`config.mk`:
```
export PLATFORM = sky130hd
export DESIGN_NAME = feature_dispatcher_flat
export DESIGN_NICKNAME = d
export VERILOG_FILES = /design/src/rtl/feature_dispatcher_pkg.sv /design/src/rtl/feature_dispatcher_if.sv /design/src/rtl/feature_run_timer.sv /design/src/rtl/feature_dispatcher.sv /design/src/flat_wrapper.sv
export SDC_FILE = /design/constraint.sdc
export NUM_CORES = 1
export LEC_CHECK = 0
export BUFFER_PORTS_ARGS = -buffer_cell sky130_fd_sc_hd__buf_2
export CAP_MARGIN = 40
export CORE_MARGIN = 8
export CORE_UTILIZATION = 45
export DETAILED_ROUTE_END_ITERATION = 8
export PLACE_DENSITY = 0.81
export SETUP_SLACK_MARGIN = 0.1
export SKIP_CTS_REPAIR_TIMING = 1
export SLEW_MARGIN = 20
export SYNTH_ARGS = -nofsm -noshare
export SYNTH_HDL_FRONTEND = slang
export SYNTH_HIERARCHICAL = 1
export SYNTH_SLANG_ARGS = --single-unit
```
`constraint.sdc`:
```
create_clock -name clk -period 2.1 [get_ports clk]
set_input_delay 0.42 -clock clk [delete_from_list [all_inputs] [get_ports clk]]
set_output_delay 0.42 -clock clk [all_outputs]
set_load 0.01 [all_outputs]
```
`src/rtl/feature_dispatcher_pkg.sv`:
```
// Shared types for the feature dispatcher: FSM state encoding and feature-code type.
package feature_dispatcher_pkg;

    localparam int FEAT_CODE_W = 3;

    typedef logic [FEAT_CODE_W-1:0] feat_code_t;

    typedef enum logic [1:0] {
        ST_IDLE  = 2'b00,
        ST_CHECK = 2'b01,
        ST_RUN   = 2'b10,
        ST_DONE  = 2'b11
    } fd_state_e;

endpackage

```
`src/rtl/feature_dispatcher_if.sv`:
```
// Request/grant bundle between the two requesting interfaces, the conflict checker and the dispatcher.
interface feature_dispatcher_if;
    import feature_dispatcher_pkg::*;

    logic       ie1_req;
    feat_code_t ie1_code;
    logic       ie2_req;
    feat_code_t ie2_code;
    logic       cancel;
    feat_code_t chk_code1;
    feat_code_t chk_code2;
    logic       cft_ok;
    logic       grant1;
    logic       grant2;
    logic       reject2;
    logic       busy;
    logic       done;

    modport master (
        output ie1_req, ie1_code, ie2_req, ie2_code, cancel, cft_ok,
        input  chk_code1, chk_code2, grant1, grant2, reject2, busy, done
    );

    modport slave (
        input  ie1_req, ie1_code, ie2_req, ie2_code, cancel, cft_ok,
        output chk_code1, chk_code2, grant1, grant2, reject2, busy, done
    );

endinterface

```
`src/rtl/feature_run_timer.sv`:
```
// Run-length down-counter: loads RUN_CYCLES-1, decrements on request, flags zero from the registered count.
module feature_run_timer #(
    parameter int RUN_CYCLES = 8,
    parameter int CNT_W      = 8
) (
    input  logic clk,
    input  logic rst_n,
    input  logic load,
    input  logic dec,
    output logic zero
);

    localparam logic [CNT_W-1:0] LOAD_VAL = CNT_W'(RUN_CYCLES - 1);
    localparam logic [CNT_W-1:0] CNT_ZERO = {CNT_W{1'b0}};
    localparam logic [CNT_W-1:0] CNT_ONE  = CNT_W'(1);

    logic [CNT_W-1:0] cnt_q;
    logic [CNT_W-1:0] cnt_d;
    logic             zero_q;
    logic             zero_d;

    // Next count: load wins over decrement, and the count never wraps below zero.
    always_comb begin
        cnt_d = cnt_q;
        if (load) begin
            cnt_d = LOAD_VAL;
        end else if (dec && (cnt_q != CNT_ZERO)) begin
            cnt_d = cnt_q - CNT_ONE;
        end else begin
            cnt_d = cnt_q;
        end
        zero_d = (cnt_d == CNT_ZERO);
    end

    // Count and zero-flag registers.
    always_ff @(posedge clk or negedge rst_n) begin
        if (!rst_n) begin
            cnt_q  <= CNT_ZERO;
            zero_q <= 1'b1;
        end else begin
            cnt_q  <= cnt_d;
            zero_q <= zero_d;
        end
    end

    assign zero = zero_q;

endmodule

```
`src/rtl/feature_dispatcher.sv`:
```
// Arbitrates two feature requests through an external conflict checker and keeps the
// granted feature(s) active for RUN_CYCLES cycles; IE01 wins on conflict.
module feature_dispatcher
    import feature_dispatcher_pkg::*;
#(
    parameter int RUN_CYCLES = 8,
    parameter int CNT_W      = 8
) (
    input  logic                 clk,
    input  logic                 rst_n,
    feature_dispatcher_if.slave  bus
);

    fd_state_e  state_q, state_d;
    feat_code_t code1_q, code1_d;
    feat_code_t code2_q, code2_d;
    logic       p1_q, p1_d;
    logic       p2_q, p2_d;
    logic       grant1_q, grant1_d;
    logic       grant2_q, grant2_d;
    logic       reject2_q, reject2_d;
    logic       busy_q, busy_d;
    logic       done_q, done_d;
    logic       timer_load_s;
    logic       timer_dec_s;
    logic       timer_zero_s;

    feature_run_timer #(
        .RUN_CYCLES (RUN_CYCLES),
        .CNT_W      (CNT_W)
    ) u_run_timer (
        .clk   (clk),
        .rst_n (rst_n),
        .load  (timer_load_s),
        .dec   (timer_dec_s),
        .zero  (timer_zero_s)
    );

    // Next-state and next-output logic; cancel pre-empts every CHECK/RUN transition.
    always_comb begin
        state_d      = state_q;
        code1_d      = code1_q;
        code2_d      = code2_q;
        p1_d         = p1_q;
        p2_d         = p2_q;
        grant1_d     = grant1_q;
        grant2_d     = grant2_q;
        reject2_d    = 1'b0;
        timer_load_s = 1'b0;
        timer_dec_s  = 1'b0;

        case (state_q)
            ST_IDLE: begin
                if (bus.ie1_req || bus.ie2_req) begin
                    code1_d = bus.ie1_code;
                    code2_d = bus.ie2_code;
                    p1_d    = bus.ie1_req;
                    p2_d    = bus.ie2_req;
                    state_d = ST_CHECK;
                end else begin
                    state_d = ST_IDLE;
                end
            end
            ST_CHECK: begin
                if (bus.cancel) begin
                    grant1_d = 1'b0;
                    grant2_d = 1'b0;
                    state_d  = ST_IDLE;
                end else begin
                    // cft_ok only matters when both sides asked.
                    grant1_d     = p1_q;
                    grant2_d     = p2_q && (!p1_q || bus.cft_ok);
                    reject2_d    = p1_q && p2_q && !bus.cft_ok;
                    timer_load_s = 1'b1;
                    state_d      = ST_RUN;
                end
            end
            ST_RUN: begin
                if (bus.cancel) begin
                    grant1_d = 1'b0;
                    grant2_d = 1'b0;
                    state_d  = ST_IDLE;
                end else if (timer_zero_s) begin
                    grant1_d = 1'b0;
                    grant2_d = 1'b0;
                    state_d  = ST_DONE;
                end else begin
                    timer_dec_s = 1'b1;
                    state_d     = ST_RUN;
                end
            end
            ST_DONE: begin
                state_d = ST_IDLE;
            end
            default: begin
                grant1_d = 1'b0;
                grant2_d = 1'b0;
                state_d  = ST_IDLE;
            end
        endcase

        busy_d = (state_d != ST_IDLE);
        done_d = (state_d == ST_DONE);
    end

    // State, latched request context and registered outputs.
    always_ff @(posedge clk or negedge rst_n) begin
        if (!rst_n) begin
            state_q   <= ST_IDLE;
            code1_q   <= 3'b000;
            code2_q   <= 3'b000;
            p1_q      <= 1'b0;
            p2_q      <= 1'b0;
            grant1_q  <= 1'b0;
            grant2_q  <= 1'b0;
            reject2_q <= 1'b0;
            busy_q    <= 1'b0;
            done_q    <= 1'b0;
        end else begin
            state_q   <= state_d;
            code1_q   <= code1_d;
            code2_q   <= code2_d;
            p1_q      <= p1_d;
            p2_q      <= p2_d;
            grant1_q  <= grant1_d;
            grant2_q  <= grant2_d;
            reject2_q <= reject2_d;
            busy_q    <= busy_d;
            done_q    <= done_d;
        end
    end

    assign bus.chk_code1 = code1_q;
    assign bus.chk_code2 = code2_q;
    assign bus.grant1    = grant1_q;
    assign bus.grant2    = grant2_q;
    assign bus.reject2   = reject2_q;
    assign bus.busy      = busy_q;
    assign bus.done      = done_q;

endmodule

```
`src/flat_wrapper.sv`:
```
// flat-port wrapper written by rule: the top's interface ports become plain ports
module feature_dispatcher_flat import feature_dispatcher_pkg::*;
#(
    parameter int RUN_CYCLES = 8,
    parameter int CNT_W      = 8
)
  (clk, rst_n, bus_ie1_req, bus_ie1_code, bus_ie2_req, bus_ie2_code, bus_cancel, bus_cft_ok, bus_chk_code1, bus_chk_code2, bus_grant1, bus_grant2, bus_reject2, bus_busy, bus_done);
  feature_dispatcher_if bus_i ();
  input  logic clk;
  input  logic rst_n;
  input wire logic [$bits(bus_i.ie1_req)-1:0] bus_ie1_req;
  input wire logic [$bits(bus_i.ie1_code)-1:0] bus_ie1_code;
  input wire logic [$bits(bus_i.ie2_req)-1:0] bus_ie2_req;
  input wire logic [$bits(bus_i.ie2_code)-1:0] bus_ie2_code;
  input wire logic [$bits(bus_i.cancel)-1:0] bus_cancel;
  input wire logic [$bits(bus_i.cft_ok)-1:0] bus_cft_ok;
  output wire logic [$bits(bus_i.chk_code1)-1:0] bus_chk_code1;
  output wire logic [$bits(bus_i.chk_code2)-1:0] bus_chk_code2;
  output wire logic [$bits(bus_i.grant1)-1:0] bus_grant1;
  output wire logic [$bits(bus_i.grant2)-1:0] bus_grant2;
  output wire logic [$bits(bus_i.reject2)-1:0] bus_reject2;
  output wire logic [$bits(bus_i.busy)-1:0] bus_busy;
  output wire logic [$bits(bus_i.done)-1:0] bus_done;
  assign bus_i.ie1_req = bus_ie1_req;
  assign bus_i.ie1_code = bus_ie1_code;
  assign bus_i.ie2_req = bus_ie2_req;
  assign bus_i.ie2_code = bus_ie2_code;
  assign bus_i.cancel = bus_cancel;
  assign bus_i.cft_ok = bus_cft_ok;
  assign bus_chk_code1 = bus_i.chk_code1;
  assign bus_chk_code2 = bus_i.chk_code2;
  assign bus_grant1 = bus_i.grant1;
  assign bus_grant2 = bus_i.grant2;
  assign bus_reject2 = bus_i.reject2;
  assign bus_busy = bus_i.busy;
  assign bus_done = bus_i.done;
  feature_dispatcher #(.RUN_CYCLES(RUN_CYCLES), .CNT_W(CNT_W)) u_core (.clk(clk), .rst_n(rst_n), .bus(bus_i));
endmodule
```
==> impl_results.md <==
- Outcome: completed
- Final HPWL DP: 1910 µm
- Worst setup SP type: flop
- GP Congestion: between 0.8 and 0.9
- CTS max path bufs: 2
- Min Tclk post-route: 1.93 ns
- Sequential area share after synthesis: about half
- Pwr per Cell Area: between 1000 and 1500 nW/µm²
- Largest stage delay on the critical path: 0.42 ns
- Most common cell after layout, fill and taps aside: buf_2
- Ant diodes: 0
- Post-synth cell types: 38
- Core Area: 2500 µm²
- DRT Pass-1 Iters: 4
- Worst reg-to-reg setup slack: approximately 0.17 ns
- Clock Skew: 0.00388 ns
- Pwr Total: 1600 µW
- Vias per std cell: 5.42
- Hold Crit Class: primary input to async pin
- CTS tree: built
- Yosys Warn Count: 6
- Wirelength per Cell: 15.7 µm
- PortBufs: 22
- Worst Max-Slew Pin Slew: 0.528 ns
- Clock root buffer: clkbuf_4
- Max_cap viols: 0
- Max Fanout on Critical Path: 5
- RR Startpoint: u_core/state_q[0]$_DFF_PN0_
- CP max-delay cell: dfrtp_1
- Nets@finish: 150
- CTS HTree Levels: 1
- Share of post-route cells with drive strength above 1: 41.5%
- Antenna violations before repair: 0
- Overall Global Routing Usage: between 10% and 20%
- Placement Rows: 18
- Total number of vias: 895
- Number of fillers in the final layout: ~210
- Clk_lat worst skew: roughly 0.32 ns
- Area Overhead vs Synth: 20.6%
- Final Max Slew Viols: 0
- Drt total wl: 2590 µm
- Die H: 67.8 µm
- Total global routing overflow: 0
- Die area: 4590 µm²
- DR iter-0 viols: 66
- Flops & latches, synth: 24
- Rel. slew slack: 64.8%
- Syn Inst Count: 104
- Worst VDD drop: between 0.7 and 0.8 mV
- Vias in the first global route: 965
- Remaining antenna violation count after routing: 0
- Clock transition at path regs: 0.12 ns
- CP Cell Sequence: nand2b_4 > nor3_4 > nor4b_4 > and2b_2 > mux2i_1 > o22ai_1 > nor4_2
- Setup tns final: 0 ns
- Worst Setup End Kind: flop
- Most frequent cells in the layout: buf_2 (22), dfrtp_1 (21), nand2_1 (11), nor2_1 (11), mux2_4 (6)
- Setup CP Type: flop to flop
- DRC Markers: 0
- Avg Inst Size Synth: 11.6 µm²
- RSZ-0062 raised after global routing: true
- Reg2reg path depth: 7
- I/O pins: 23
- WP data required: 2.34 ns
- Die width: slightly below 70 µm
- Critical path arrival: between 2 and 2.5 ns
- Fin crit share: 91.7%
- CTS buffer count: 3
- Setup Viol. Count Final: 0
- Largest net degree at the start of global routing: 25
- Hold WS: 0.0606 ns
- First-pass GRT wire length: ~4100 µm
- Final hold violations: 0
- FMAX: 0.519 GHz
- Synthesized area: 1210 µm²
- LEAKAGE: 0.000698 µW
- Starting Density: 48.2%
- Syn Nets: between 100 and 150
- CTS Sinks: 24
- End of the worst register-to-register path: u_core/u_run_timer/zero$_DFF_PN1_
worst max path at each step:
stage,startpoint,end,slack [ns]
CTS,u_core/state_q[1]$_DFF_PN0_,u_core/u_run_timer/zero$_DFF_PN1_,0.04
global route,u_core/state_q[0]$_DFF_PN0_,u_core/u_run_timer/zero$_DFF_PN1_,0.05
finish,u_core/state_q[0]$_DFF_PN0_,u_core/u_run_timer/zero$_DFF_PN1_,0.17
floorplan,u_core/state_q[0]$_DFF_PN0_,u_core/u_run_timer/zero$_DFF_PN1_,0.13
global placement,u_core/u_run_timer/cnt_q[0]$_DFF_PN0_,u_core/u_run_timer/zero$_DFF_PN1_,0.21
detailed placement,u_core/state_q[1]$_DFF_PN0_,u_core/u_run_timer/zero$_DFF_PN1_,0.08
critical path: cells and delay by family, from the launching register on:
family / cells / cell delay (ns)
mux: 1 / 0.22
compound gates: 1 / 0.12
simple gates: 5 / 1.10
flops: 1 / 0.42
per-stage QoR:
step           instance area, µm²  util, %  setup slack (ns)  std cells
4_1_cts                      1420     56.6            0.0416        164
5_1_grt                      1460     58.2            0.0452        165
6_report                     1460     58.2             0.175        165
3_5_place_dp                 1390     55.6            0.0759        160
2_1_floorplan                1210        -             0.130        104
3_3_place_gp                 1390     55.6             0.208        160
routing by layer:
layer | share of wire, % | wire (µm) | global-route usage (%) | vias to the layer above
met5 | 0 | 0 | 0 | -
met4 | 1.5 | 40 | 5.37 | 0
met3 | 7.3 | 190 | 3.15 | 5
met2 | 53 | 1360 | 21.3 | 24
met1 | 38 | 997 | 12.0 | 441
li1 | - | - | - | 425
report_power, final:
group / switching, µW / internal (µW)
registers: 110 / 604
logic: 337 / 346
clock network: 134 / 74.4
sequential cells by signal (all words and copies together), names as in the netlist:
| name | count |
|---|---|
| u_core/bus.done | 1 |
| u_core/p2_q | 1 |
| u_core/bus.grant1 | 1 |
| u_core/state_q | 2 |
| u_core/bus.reject2 | 1 |
| u_core/p1_q | 1 |
| u_core/u_run_timer/zero | 1 |
| u_core/bus.chk_code2 | 3 |
| u_core/bus.grant2 | 1 |
| u_core/u_run_timer/cnt_q | 8 |
| u_core/bus.chk_code1 | 3 |
| u_core/bus.busy | 1 |
area by class of cell:
cell class              instances  area (µm²)  area share (%)
well taps                      30        37.5            2.58
flip-flops and latches         24         604            41.5
clock buffers                   4        26.3            1.81
repair buffers                 27         148            10.1
multi-input cells              75         621            42.6
inverters                       5        18.8            1.29
cell families after synthesis:
kind of cell | Yosys count | share of synthesized area (%)
adder cells (fa/ha/maj) | 2 | 2.07
buffers and inverters | 5 | 1.56
XOR/XNOR | 3 | 2.18
AO/OA/AOI/OAI | 16 | 11.6
flip-flops | 24 | 49.9
AND/OR/NAND/NOR | 45 | 22.6
multiplexers | 9 | 10.1
cells in the mapped netlist, drive strengths merged:
cell type,instances,area share (%)
nand3,1,0.41
nor4,1,1.0
nor3,3,1.2
nor2,13,5.3
a22o,2,1.5
and2b,1,0.73
inv,5,1.6
xnor2,2,1.5
mux2i,2,1.7
a21o,1,0.62
or4,1,0.93
nor3b,3,2.3
and2,1,0.52
a21oi,1,0.41
o21a,1,0.62
o211ai,2,1.7
and3,1,0.52
nand2,11,3.4
mux2,7,8.4
o21ai,2,1.8
nand4bb,1,0.93
or2b,2,1.5
dfstp,1,2.2
nor2b,3,1.6
o22ai,3,1.6
xor2,1,0.73
dfrtp,23,48
a31oi,1,0.52
ha,2,2.1
o31ai,3,3.0
nor4b,1,1.2
nand2b,2,1.0
(Power assumes the default switching activity.)
